[src/rtl/bp_update_sched_pkg.sv]
// Package bp_defs: shared definitions for the branch-predictor update scheduler.
//   - bp_st_e      : scheduler FSM state encoding (INIT / RUN / DRAIN)
//   - BP_UPD_W     : width of one packed update record (67 bits)
//   - bp_upd_t     : packed update record {addr, target, jumpinst, jump, predfail}
//   - BP_PHT_INIT  : value the predictor writes into a PHT entry while init_we=1
package bp_defs;

  typedef enum logic [1:0] {
    BP_ST_INIT  = 2'd0,
    BP_ST_RUN   = 2'd1,
    BP_ST_DRAIN = 2'd2
  } bp_st_e;

  localparam int BP_UPD_W = 67;

  localparam logic [1:0] BP_PHT_INIT = 2'b11;

  // predfail sits in bit 0 so the packed record reads {addr, target, jumpinst, jump, predfail}
  typedef struct packed {
    logic [31:0] addr;
    logic [31:0] target;
    logic        jumpinst;
    logic        jump;
    logic        predfail;
  } bp_upd_t;

endpackage

[src/rtl/bp_update_sched_fifo.sv]
// bp_upd_fifo: DEPTH x W synchronous FIFO holding resolved-branch updates.
// Ports:
//   clk, reset        clock, asynchronous active-high reset (pointers only)
//   push_i, din_i     write din_i when push_i=1 (caller guarantees !full_o)
//   pop_i, dout_o     dout_o shows the head; pop_i=1 advances it (caller guarantees !empty_o)
//   full_o, empty_o   occupancy flags
// Pointers carry one extra wrap bit: equal pointers mean empty, pointers that
// differ only in the wrap bit mean full.
module bp_upd_fifo
  import bp_defs::*;
#(
  parameter int DEPTH = 4,
  parameter int W     = BP_UPD_W
) (
  input  logic         clk,
  input  logic         reset,
  input  logic         push_i,
  input  logic [W-1:0] din_i,
  input  logic         pop_i,
  output logic [W-1:0] dout_o,
  output logic         full_o,
  output logic         empty_o
);

  localparam int AW = $clog2(DEPTH);
  localparam logic [AW:0] PTR_ONE = {{AW{1'b0}}, 1'b1};

  logic [AW:0]  wr_q, rd_q;
  logic [W-1:0] mem_q [DEPTH];

  assign empty_o = (wr_q == rd_q);
  assign full_o  = (wr_q[AW] != rd_q[AW]) && (wr_q[AW-1:0] == rd_q[AW-1:0]);
  assign dout_o  = mem_q[rd_q[AW-1:0]];

  // Storage needs no reset: a slot is never read before it has been written.
  always_ff @(posedge clk) begin
    if (push_i) mem_q[wr_q[AW-1:0]] <= din_i;
  end

  always_ff @(posedge clk or posedge reset) begin
    if (reset) begin
      wr_q <= '0;
      rd_q <= '0;
    end else begin
      if (push_i) wr_q <= wr_q + PTR_ONE;
      if (pop_i)  rd_q <= rd_q + PTR_ONE;
    end
  end

endmodule

[src/rtl/bp_update_sched.sv]
// bp_update_sched: sequences the branch predictor's single update port and
// its table initialisation walk.
//   - Commit-stage updates (in_*) are queued in a small FIFO and issued one per
//     cycle as a registered strobe plus payload on bp_upd_*.
//   - After reset, or on init_req, every table index is walked (init_we/init_idx).
//   - predict_allow gates prediction until the tables are valid.
// Handshake: an update transfers on a rising edge where in_valid && in_ready;
// in_* are only sampled then, and the producer holds in_valid until accepted.
// Ports: clk, reset (async, active high); in_valid/in_ready/in_addr/in_jumpinst/
// in_jump/in_predfail/in_target; init_req; bp_upd_en + payload; init_we/init_idx;
// predict_allow; busy; state_dbg (current FSM state, bp_st_e encoding).
// Option: define BP_UPD_STATS_EN to add saturating counters stat_upd/stat_mispred.
module bp_update_sched
  import bp_defs::*;
#(
  parameter int DEPTH     = 4,
  parameter int TBL_IDX_W = 12
) (
  input  logic                 clk,
  input  logic                 reset,
  input  logic                 in_valid,
  output logic                 in_ready,
  input  logic [31:0]          in_addr,
  input  logic                 in_jumpinst,
  input  logic                 in_jump,
  input  logic                 in_predfail,
  input  logic [31:0]          in_target,
  input  logic                 init_req,
  output logic                 bp_upd_en,
  output logic [31:0]          bp_upd_addr,
  output logic                 bp_upd_jumpinst,
  output logic                 bp_upd_jump,
  output logic                 bp_upd_predfail,
  output logic [31:0]          bp_upd_target,
  output logic                 init_we,
  output logic [TBL_IDX_W-1:0] init_idx,
  output logic                 predict_allow,
  output logic                 busy,
`ifdef BP_UPD_STATS_EN
  output logic [31:0]          stat_upd,
  output logic [31:0]          stat_mispred,
`endif
  output logic [1:0]           state_dbg
);

  localparam logic [TBL_IDX_W-1:0] IDX_ONE = {{(TBL_IDX_W-1){1'b0}}, 1'b1};

  bp_st_e               state_q, state_d;
  logic [TBL_IDX_W-1:0] init_idx_q;
  logic                 upd_en_q;
  bp_upd_t              upd_q;
  logic                 predict_allow_q;

  logic                 fifo_full, fifo_empty;
  logic                 push, pop;
  bp_upd_t              in_upd, head_upd;
  logic [BP_UPD_W-1:0]  fifo_dout;

  assign in_upd = '{addr: in_addr, target: in_target, jumpinst: in_jumpinst,
                    jump: in_jump, predfail: in_predfail};
  assign head_upd = bp_upd_t'(fifo_dout);

  bp_upd_fifo #(.DEPTH(DEPTH), .W(BP_UPD_W)) u_fifo (
    .clk     (clk),
    .reset   (reset),
    .push_i  (push),
    .din_i   (in_upd),
    .pop_i   (pop),
    .dout_o  (fifo_dout),
    .full_o  (fifo_full),
    .empty_o (fifo_empty)
  );

  always_comb begin
    state_d  = state_q;
    in_ready = 1'b0;
    init_we  = 1'b0;
    case (state_q)
      BP_ST_INIT: begin
        init_we = 1'b1;
        if (init_idx_q == '1) state_d = BP_ST_RUN;
      end
      BP_ST_RUN: begin
        // Full blocks acceptance even if a pop happens this cycle.
        in_ready = !fifo_full;
        if (init_req) state_d = BP_ST_DRAIN;
      end
      BP_ST_DRAIN: begin
        // An empty FIFO cannot issue, so this is the first idle drain cycle.
        if (fifo_empty) state_d = BP_ST_INIT;
      end
      default: state_d = BP_ST_INIT;
    endcase
  end

  assign push = in_valid && in_ready;
  assign pop  = (state_q != BP_ST_INIT) && !fifo_empty;

  always_ff @(posedge clk or posedge reset) begin
    if (reset) begin
      state_q         <= BP_ST_INIT;
      init_idx_q      <= '0;
      upd_en_q        <= 1'b0;
      upd_q           <= '0;
      predict_allow_q <= 1'b0;
    end else begin
      state_q         <= state_d;
      // Index advances only while walking; wraps to 0 as RUN is entered and
      // is held at 0 outside INIT so a new walk always starts at entry 0.
      init_idx_q      <= (state_q == BP_ST_INIT) ? init_idx_q + IDX_ONE : '0;
      upd_en_q        <= pop;
      upd_q           <= pop ? head_upd : '0;
      predict_allow_q <= (state_d != BP_ST_INIT);
    end
  end

`ifdef BP_UPD_STATS_EN
  logic [31:0] stat_upd_q, stat_mispred_q;

  always_ff @(posedge clk or posedge reset) begin
    if (reset) begin
      stat_upd_q     <= '0;
      stat_mispred_q <= '0;
    end else begin
      if (upd_en_q && (stat_upd_q != '1)) stat_upd_q <= stat_upd_q + 32'd1;
      if (upd_en_q && upd_q.predfail && (stat_mispred_q != '1))
        stat_mispred_q <= stat_mispred_q + 32'd1;
    end
  end

  assign stat_upd     = stat_upd_q;
  assign stat_mispred = stat_mispred_q;
`endif

  assign bp_upd_en       = upd_en_q;
  assign bp_upd_addr     = upd_q.addr;
  assign bp_upd_target   = upd_q.target;
  assign bp_upd_jumpinst = upd_q.jumpinst;
  assign bp_upd_jump     = upd_q.jump;
  assign bp_upd_predfail = upd_q.predfail;
  assign init_idx        = init_idx_q;
  assign predict_allow   = predict_allow_q;
  assign busy            = (state_q != BP_ST_RUN) || !fifo_empty;
  assign state_dbg       = state_q;

endmodule

[config.mk]
export PLATFORM = sky130hd
export DESIGN_NAME = bp_update_sched
export DESIGN_NICKNAME = d
export VERILOG_FILES = /design/src/rtl/bp_update_sched_pkg.sv /design/src/rtl/bp_update_sched_fifo.sv /design/src/rtl/bp_update_sched.sv
export SDC_FILE = /design/constraint.sdc
export NUM_CORES = 1
export LEC_CHECK = 0
export ABC_CLOCK_PERIOD_IN_PS = 13500
export CAP_MARGIN = 20
export CORE_UTILIZATION = 59
export CTS_CLUSTER_DIAMETER = 60
export DETAILED_ROUTE_END_ITERATION = 12
export PLACE_DENSITY = 0.88
export SETUP_SLACK_MARGIN = 0.15
export SLEW_MARGIN = 15
export SYNTH_ARGS = -nofsm -noshare
export SYNTH_HDL_FRONTEND = slang
export SYNTH_SLANG_ARGS = --single-unit
[constraint.sdc]
create_clock -name clk -period 13.5 [get_ports clk]
set_clock_uncertainty 0.05 [all_clocks]
set_input_delay 2.7 -clock clk [delete_from_list [all_inputs] [get_ports clk]]
set_output_delay 2.7 -clock clk [all_outputs]
set_load 0.02 [all_outputs]
==> results.toml, run 1 <==
[route]
drc = 0
routedWlPerCell_um = 24.64
postRouteAntennaNets = 0
drt-total-wl_um = 26610
route.layer.met1.wl_um = 10100
wl_met3_um = 1953
routed.top_layer = "met4"
via_per_inst = 5.935
firstDrtPassIters = 5
vias = 6410
initialDrtViolationCount = 519
met2_length_um = 13710

[timing]
worst-slew-pin-transition_ns = 1.046
drv_slew = 0
fmax_ghz = 0.1626
post-route-min-period_ns = 6.150
hold_slack_ns = 0.5167
hold_viol_final = 0
finalCritPeriodShare_pct = 45.56
rsz0062_at_grt = "false"
slew_headroom_pct = 30.29
setup_violations = 0
finalSetupTns_ns = 0

[pwr]
p_comb_share_pct = 15.2
intPower_mw = 2.010
ir_drop_mv = 0.1103
leakage_nw = 5.562
seqPwrFrac_pct = 49.0
switchingPower_mw = 0.6413
clockPowerShare_pct = 35.7
power_density_nw_per_um2 = 166.3
switching_share_pct = 24.19

[cts]
cts.repair.resized = 0
clk_pin_slew_ns = 0.06
tritoncts = "yes"
cts-root-buf = "clkbuf_16"
postCtsSetupBuffers = 0
clock_sinks = 357
htreeDepth = 2
clk_latency_ns = 0.51
hold_buffers = 0
cts_made_buffers = 35
clockBufferDepth = 3

[yosys]
ys_warn_count = 0
netlist.area_leader.share_pct = 61.84
synth_fp_nets = 686
synth_cells = 609
synth-seq-cells = 357
synth_most_common_cell = "edfxtp_1"
syn_area_per_cell_um2 = 21.37
synth-edff-count = 268
async_flop_share_pct = 24.93
synth_area_leaders = "edfxtp_1 (62%), dfrtp_1 (17%), mux4_2 (12%)"
synth_top_flop_cell = "edfxtp_1"
synthTopCellsByCount = "edfxtp_1 (268), dfrtp_1 (89), nor2b_1 (68)"
yosysTopAreaCell = "edfxtp_1"
synth_cell_type_count = 40
syn_area_um2 = 13010
ys_seq_area_share_pct = 78.95

[layout]
drive_gt1_share_pct = 17.14
postLayoutCellArea_um2 = 15940
antenna_cells = 0
syn_to_final_growth_pct = 22.51
final_nets = 857
fin_cells = 1080
final_util_pct = 74.66

[placed_design]
portBuffers = 156
gp_congestion = 0.8442
dp.cells = 1018
placed_area_um2 = 14830
hpwl_um = 14470

[flow_run]
cap_violations = 0

[grt]
grt_pass1_wl_um = 40160
overflow = 0
antenna_found_initial = 0
grt_max_degree = 72
grt.total_usage_pct = 24.80
first_global_vias = 6812

[hold_path]
hold_class = "reg -> reg"

[status]
outcome = "completed"

[critical_path]
crit_path_end_kind = "output pin"
critPathLaunchType = "register"
cp.arrival_ns = 3.40
ff2ff_setup_slack_ns = 10.22
path_class = "reg -> out"
cp_data_required_time_ns = 10.75
critPathMaxFanout = 71

[floorplanning]
die-height_um = 150.5
core_area_um2 = 21350
io-pin-count = 157
start_util_pct = 60.95
die_width_um = 150.5
die_area_um2 = 22650
num_rows = 53
-- worst max-delay path, stage by stage (launching register included) --
cell and delay [ns]:
dfrtp_4 1.13, xor2_1 0.35, nor2_1 0.36, or4b_1 0.49, clkdlybuf4s50_1 0.56
-- final timing paths --
check                                            from                            end  cells after the start
max in group asynchronous                       reset     u_fifo.rd_q[1]$_DFFE_PP0P_                      3
max                        u_fifo.rd_q[1]$_DFFE_PP0P_                           busy                      4
max reg2reg                u_fifo.rd_q[1]$_DFFE_PP0P_  u_fifo.mem_q[3][63]$_DFFE_PP_                      4
min in group asynchronous                       reset    bp_upd_target[20]$_DFF_PP0_                      2
min                             init_idx[0]$_DFF_PP0_          init_idx[0]$_DFF_PP0_                      1
min reg2reg                     init_idx[0]$_DFF_PP0_          init_idx[0]$_DFF_PP0_                      1
-- placed cells by master (no fill, tap or decap), drive strengths merged --
master / synthesis / layout
a41oi: 1 / 1
or3: 3 / 3
nor4: 1 / 1
clkbuf: 6 / 44
dfrtp: 89 / 89
or2: 1 / 1
o311ai: 1 / 1
clkinvlp: 0 / 1
ha: 6 / 6
nand2b: 1 / 1
xor2: 5 / 5
edfxtp: 268 / 268
mux2i: 2 / 2
and2: 6 / 6
nand2: 4 / 4
clkinv: 0 / 13
bufinv: 0 / 3
a31oi: 1 / 1
or4: 2 / 2
a21oi: 9 / 9
nor2: 5 / 5
buf: 20 / 4
nor2b: 68 / 68
a211oi: 2 / 2
or4b: 1 / 1
nand3b: 1 / 1
clkdlybuf4s50: 0 / 156
o21ai: 3 / 3
mux4: 67 / 67
a211o: 1 / 1
nand3: 5 / 5
nand4b: 1 / 1
xnor2: 6 / 6
o31ai: 5 / 5
inv: 8 / 9
and3: 1 / 1
nand4: 5 / 5
mux2: 2 / 2
and4: 2 / 2
-- area by class of cell --
type / instances / area, um^2
Sequential cell: 357 / 10280
Multi-Input combinational cell: 218 / 2581
Timing Repair Buffer: 160 / 1592
Clock buffer: 44 / 939.7
Clock inverter: 18 / 171.4
Tap cell: 275 / 344.1
Inverter: 8 / 32.53
Fill cell: 1143 / 5410
-- state kept, by name, summed over array words and instances, names as in the netlist, 2 cells and up --
register	count
bp_upd_addr	32
u_fifo.rd_q	3
u_fifo.wr_q	3
bp_upd_target	32
u_fifo.mem_q	268
state_dbg	2
init_idx	12
-- layer usage --
layer	vias to the layer above	GRT usage (%)
met5	-	0
li1	2743	-
met2	312	41.29
met3	63	5.364
met1	3292	32.78
met4	0	8.586
-- logic make-up (layout without fill, tap and decap cells) --
kind of cell             count (synthesis)  count (layout)  synth area share, %
flip-flops                             357             357                78.95
AND/OR/NAND/NOR                        107             107                5.038
XOR/XNOR                                11              11               0.8557
AO/OA/AOI/OAI                           23              23                1.269
buffers and inverters                   34             230                1.356
adder cells (fa/ha/maj)                  6               6               0.5769
multiplexers                            71              71                11.95
-- power by group through the flow --
| stage | sequential [mW] | combinational [mW] | clock, mW |
|---|---|---|---|
| floorplan | 1.25 | 0.357 | 0 |
| global placement | 1.32 | 0.382 | 0 |
| detailed placement | 1.32 | 0.398 | 0 |
| CTS | 1.30 | 0.409 | 0.963 |
| global route | 1.31 | 0.433 | 1.00 |
| finish | 1.30 | 0.404 | 0.947 |
-- stage by stage --
| step | power [mW] | setup WS (ns) |
|---|---|---|
| after floorplan | 1.610 | 6.783 |
| after global placement | 1.699 | 7.982 |
| after detailed placement | 1.721 | 7.918 |
| after CTS | 2.675 | 7.355 |
| after global routing | 2.747 | 7.246 |
| final | 2.651 | 7.350 |
No activity file was read; power rests on OpenSTA's default activity.
==> run 2: changes to the inputs <==
- ABC_CLOCK_PERIOD_IN_PS: 13500 -> 5900
- CORE_UTILIZATION: 59 -> 55
- PLACE_DENSITY: 0.88 -> 0.83
- clock period: 13.5 -> 5.9 ns (I/O delays scaled with it)
==> results.toml, run 2 (synthesis gave the netlist of run 1 again) <==
[placed_design]
portBuffers = 156
hpwl_um = 13710
dp_slack_ns = 2.358
placed_area_um2 = 14890
gp_congestion = 0.8313
dp.cells = 1057

[floorplanning]
die_width_um = 155.8
start_util_pct = 56.79
num_rows = 55
io-pin-count = 157
core_area_um2 = 22920
die_area_um2 = 24280
die-height_um = 155.8

[pwr]
intPower_mw = 4.569
power_density_nw_per_um2 = 373.1
ir_drop_mv = 0.2980
switching_share_pct = 23.38
power_mw = 5.963
leakage_nw = 5.545
clockPowerShare_pct = 34.5
p_comb_share_pct = 18.0
switchingPower_mw = 1.394
seqPwrFrac_pct = 47.6

[layout]
syn_to_final_growth_pct = 22.80
fin_cells = 1122
final_nets = 859
final_util_pct = 69.74
largest_reg_flops = 268
postLayoutCellArea_um2 = 15980
drive_gt1_share_pct = 15.97
final_common_cell = "edfxtp_1"
mostFrequentLayoutCells = "edfxtp_1 (268), clkdlybuf4s50_1 (156), dfrtp_1 (87)"

[cts]
clock_sinks = 357
cts_made_buffers = 35
clk_pin_slew_ns = 0.06
clockBufferDepth = 3
htreeDepth = 2
tritoncts = "yes"
postCtsSetupBuffers = 0
hold_buffers = 0
cts-root-buf = "clkbuf_16"
clk_latency_ns = 0.50
cts.repair.resized = 0

[grt]
antenna_found_initial = 1
grt.total_usage_pct = 20.50
grt_pass1_wl_um = 36720
first_global_vias = 6564
grt_max_degree = 71
overflow = 0

[hold_path]
hold_class = "reg -> reg"
worst_hold_path.num_cells = 1

[timing]
finalSetupTns_ns = 0
worst-slew-pin-transition_ns = 1.037
rsz0062_at_grt = "false"
post-route-min-period_ns = 4.003
hold_viol_final = 0
setup_ws_ns = 1.897
finalCritPeriodShare_pct = 67.85
setup_violations = 0
fmax_ghz = 0.2498
slew_headroom_pct = 30.86
hold_slack_ns = 0.5177
drv_slew = 0

[critical_path]
cp_data_required_time_ns = 4.67
slowest_delay_ns = 0.63
critPathLaunchType = "register"
crit_path_end_kind = "output pin"
path_class = "reg -> out"
cp_cell_sequence = "xor2_2 -> nor2_1 -> or4b_1 -> clkdlybuf4s50_1"
critPathTopFamily = "simple AND/OR/NAND/NOR gates"
cp.arrival_ns = 2.77
critPathMaxFanout = 17
critical_path.slowest_cell = "dfrtp_4"
cp.depth = 4
reg2reg_depth = 4
crit_buf_inv = 1

[route]
routedWlPerCell_um = 21.44
firstDrtPassIters = 5
initialDrtViolationCount = 453
vias = 6216
postRouteAntennaNets = 0
drt-total-wl_um = 24060
drc = 0
via_per_inst = 5.540

[status]
outcome = "completed"

[flow_run]
cap_violations = 0
run 2: cell type report:
cell class                      instances  area (um^2)
Fill cell                            1347         6935
Antenna cell                            1        2.502
Multi-Input combinational cell        218         2581
Clock buffer                           53        996.0
Timing Repair Buffer                  162         1627
Inverter                                8        32.53
Clock inverter                         10        67.56
Tap cell                              313        391.6
Sequential cell                       357        10280
run 2: final timing paths:
kind / start / to / slack (ns)
setup / recovery: u_fifo.rd_q[0]$_DFFE_PP0P_ / busy / 1.90
min in group asynchronous: reset / bp_upd_target[21]$_DFF_PP0_ / 1.02
max in group asynchronous: reset / u_fifo.rd_q[1]$_DFFE_PP0P_ / 3.63
setup reg to reg: u_fifo.rd_q[1]$_DFFE_PP0P_ / u_fifo.mem_q[1][48]$_DFFE_PP_ / 2.68
hold reg to reg: init_idx[0]$_DFF_PP0_ / init_idx[0]$_DFF_PP0_ / 0.52
hold / removal: init_idx[0]$_DFF_PP0_ / init_idx[0]$_DFF_PP0_ / 0.52
run 2: layer usage:
layer | track usage, % | vias up | wire length, um
li1 | - | 2733 | -
met1 | 26.47 | 3180 | 9399
met2 | 35.10 | 261 | 12670
met3 | 4.333 | 42 | 1488
met4 | 6.536 | 0 | 497
met5 | 0 | - | 0
run 2: power by group through the flow:
stage	registers [mW]	logic, mW	clock network, mW
3_3_place_gp	2.88	1.02	0
3_5_place_dp	2.89	1.05	0
4_1_cts	2.84	1.07	2.09
6_report	2.84	1.07	2.05
2_1_floorplan	2.87	0.816	0
5_1_grt	2.85	1.14	2.19
==> run 3: changes to the inputs <==
- ABC_CLOCK_PERIOD_IN_PS: 5900 -> 3820
- clock period: 5.9 -> 3.82 ns (I/O delays scaled with it)
==> results.toml, run 3 (synthesis gave the netlist of run 1 again) <==
[status]
outcome = "completed"

[layout]
final_common_cell = "edfxtp_1"
largest_reg_flops = 268
fin_cells = 1131
mostFrequentLayoutCells = "edfxtp_1 (268), clkdlybuf4s50_1 (156), dfrtp_1 (87)"
drive_gt1_share_pct = 18.75
final_util_pct = 71.15
syn_to_final_growth_pct = 25.30
final_nets = 867

[floorplanning]
io-pin-count = 157
die_width_um = 155.8
core_area_um2 = 22920
start_util_pct = 56.79
die-height_um = 155.8
die_area_um2 = 24280
num_rows = 55

[critical_path]
ff2ff_setup_slack_ns = 0.72
crit_buf_inv = 1
reg2reg_to = "u_fifo.mem_q[2][39]$_DFFE_PP_"
cp.arrival_ns = 2.69
r2r-start = "u_fifo.rd_q[1]$_DFFE_PP0P_"
critPathLaunchType = "register"
crit_path_end_kind = "output pin"
path_class = "reg -> out"
cp_cell_sequence = "xor2_2 -> nor2_2 -> or4b_1 -> clkdlybuf4s50_1"
reg2reg_depth = 5
critPathMaxFanout = 19
slowest_delay_ns = 0.64
critical_path.slowest_cell = "dfrtp_4"
critPathTopFamily = "simple AND/OR/NAND/NOR gates"
cp_data_required_time_ns = 3.01
cp-startpoint = "u_fifo.rd_q[0]$_DFFE_PP0P_"

[hold_path]
hold-path-endpoint = "init_idx[0]$_DFF_PP0_"
worst_hold_path.num_cells = 1
holdCritStartpoint = "init_idx[0]$_DFF_PP0_"
hold_class = "reg -> reg"

[pwr]
power_density_nw_per_um2 = 600.5
switching_share_pct = 23.26
intPower_mw = 7.514
clockPowerShare_pct = 38.1
p_comb_share_pct = 17.2
power_mw = 9.792
leakage_nw = 5.706
switchingPower_mw = 2.278
seqPwrFrac_pct = 44.7
ir_drop_mv = 0.3759

[cts]
htreeDepth = 2
clk_latency_ns = 0.51
tritoncts = "yes"
clk_pin_slew_ns = 0.06
clockBufferDepth = 3
cts_made_buffers = 36
clock_sinks = 357
hold_buffers = 0
cts-root-buf = "clkbuf_16"

[route]
vias = 6447
routedWlPerCell_um = 23.03
initialDrtViolationCount = 569
via_per_inst = 5.700
firstDrtPassIters = 5
postRouteAntennaNets = 0
drc = 0
drt-total-wl_um = 26040

[timing]
slew_headroom_pct = 31.76
worst-slew-pin-transition_ns = 1.024
finalCritPeriodShare_pct = 91.62
post-route-min-period_ns = 3.500
setup_violations = 0
rsz0062_at_grt = "false"
hold_slack_ns = 0.4860
finalSetupTns_ns = 0
drv_slew = 0
fmax_ghz = 0.2857
hold_viol_final = 0

[grt]
first_global_vias = 6768
grt_max_degree = 71
antenna_found_initial = 4
grt_pass1_wl_um = 39450
grt.total_usage_pct = 22.39
overflow = 0

[placed_design]
portBuffers = 156
dp.cells = 1064
hpwl_um = 15370
gp_congestion = 0.8087

[flow_run]
cap_violations = 0
## run 3: cell count changes in the layout (fill, tap and decap cells not counted)
cell,previous run,this run
buf_12,0,5
buf_4,5,7
bufinv_16,1,7
clkbuf_1,15,6
clkbuf_4,0,1
clkbuf_8,1,3
clkinv_1,6,0
clkinv_2,3,7
clkinv_4,0,3
diode_2,1,2
nor2_1,5,4
nor2_2,0,1
## run 3: cell type report
type                    count  area [um^2]
clock buffers              47        997.2
multi-input cells         218         2584
well taps                 313        391.6
flip-flops and latches    357        10280
fillers                  1330         6610
clock inverters            17        271.5
repair buffers            169         1742
inverters                   8        32.53
diodes                      2        5.005
## run 3: power groups by stage
| stage | clock network [mW] | registers [mW] | logic [mW] |
|---|---|---|---|
| floorplan | 0 | 4.43 | 1.26 |
| global placement | 0 | 4.45 | 1.62 |
| detailed placement | 0 | 4.46 | 1.65 |
| CTS | 3.79 | 4.38 | 1.67 |
| global route | 3.94 | 4.40 | 1.81 |
| finish | 3.73 | 4.38 | 1.68 |
## run 3: metal layers
layer / global-route usage [%] / wire length [um] / vias to the layer above
met5: 0 / 24 / -
met4: 7.330 / 546 / 4
met3: 4.861 / 1815 / 54
met2: 37.35 / 13470 / 287
met1: 29.69 / 10190 / 3354
li1: - / - / 2748
## run 3: repair_timing
item                                    4_1_cts  5_1_grt
endpoints found under the setup margin        0        1
resized for setup                             0        1
buffers inserted                              0        0
## run 3: how the worst max path moves through the flow
| stage | slack, ns | cells past startpoint | endpoint |
|---|---|---|---|
| CTS | 0.19 | 4 | busy |
| detailed placement | 0.70 | 5 | u_fifo.mem_q[2][39]$_DFFE_PP_ |
| finish | 0.32 | 4 | busy |
| floorplan | 0.46 | 4 | u_fifo.mem_q[3][0]$_DFFE_PP_ |
| global route | 0.23 | 4 | busy |
| global placement | 0.76 | 4 | busy |
## run 3: stage by stage
stage | instance area, um^2 | setup WS (ns)
detailed placement | 15000 | 0.6995
floorplan | 13020 | 0.4599
global route | 16310 | 0.2327
CTS | 16270 | 0.1950
finish | 16310 | 0.3200
global placement | 15000 | 0.7613
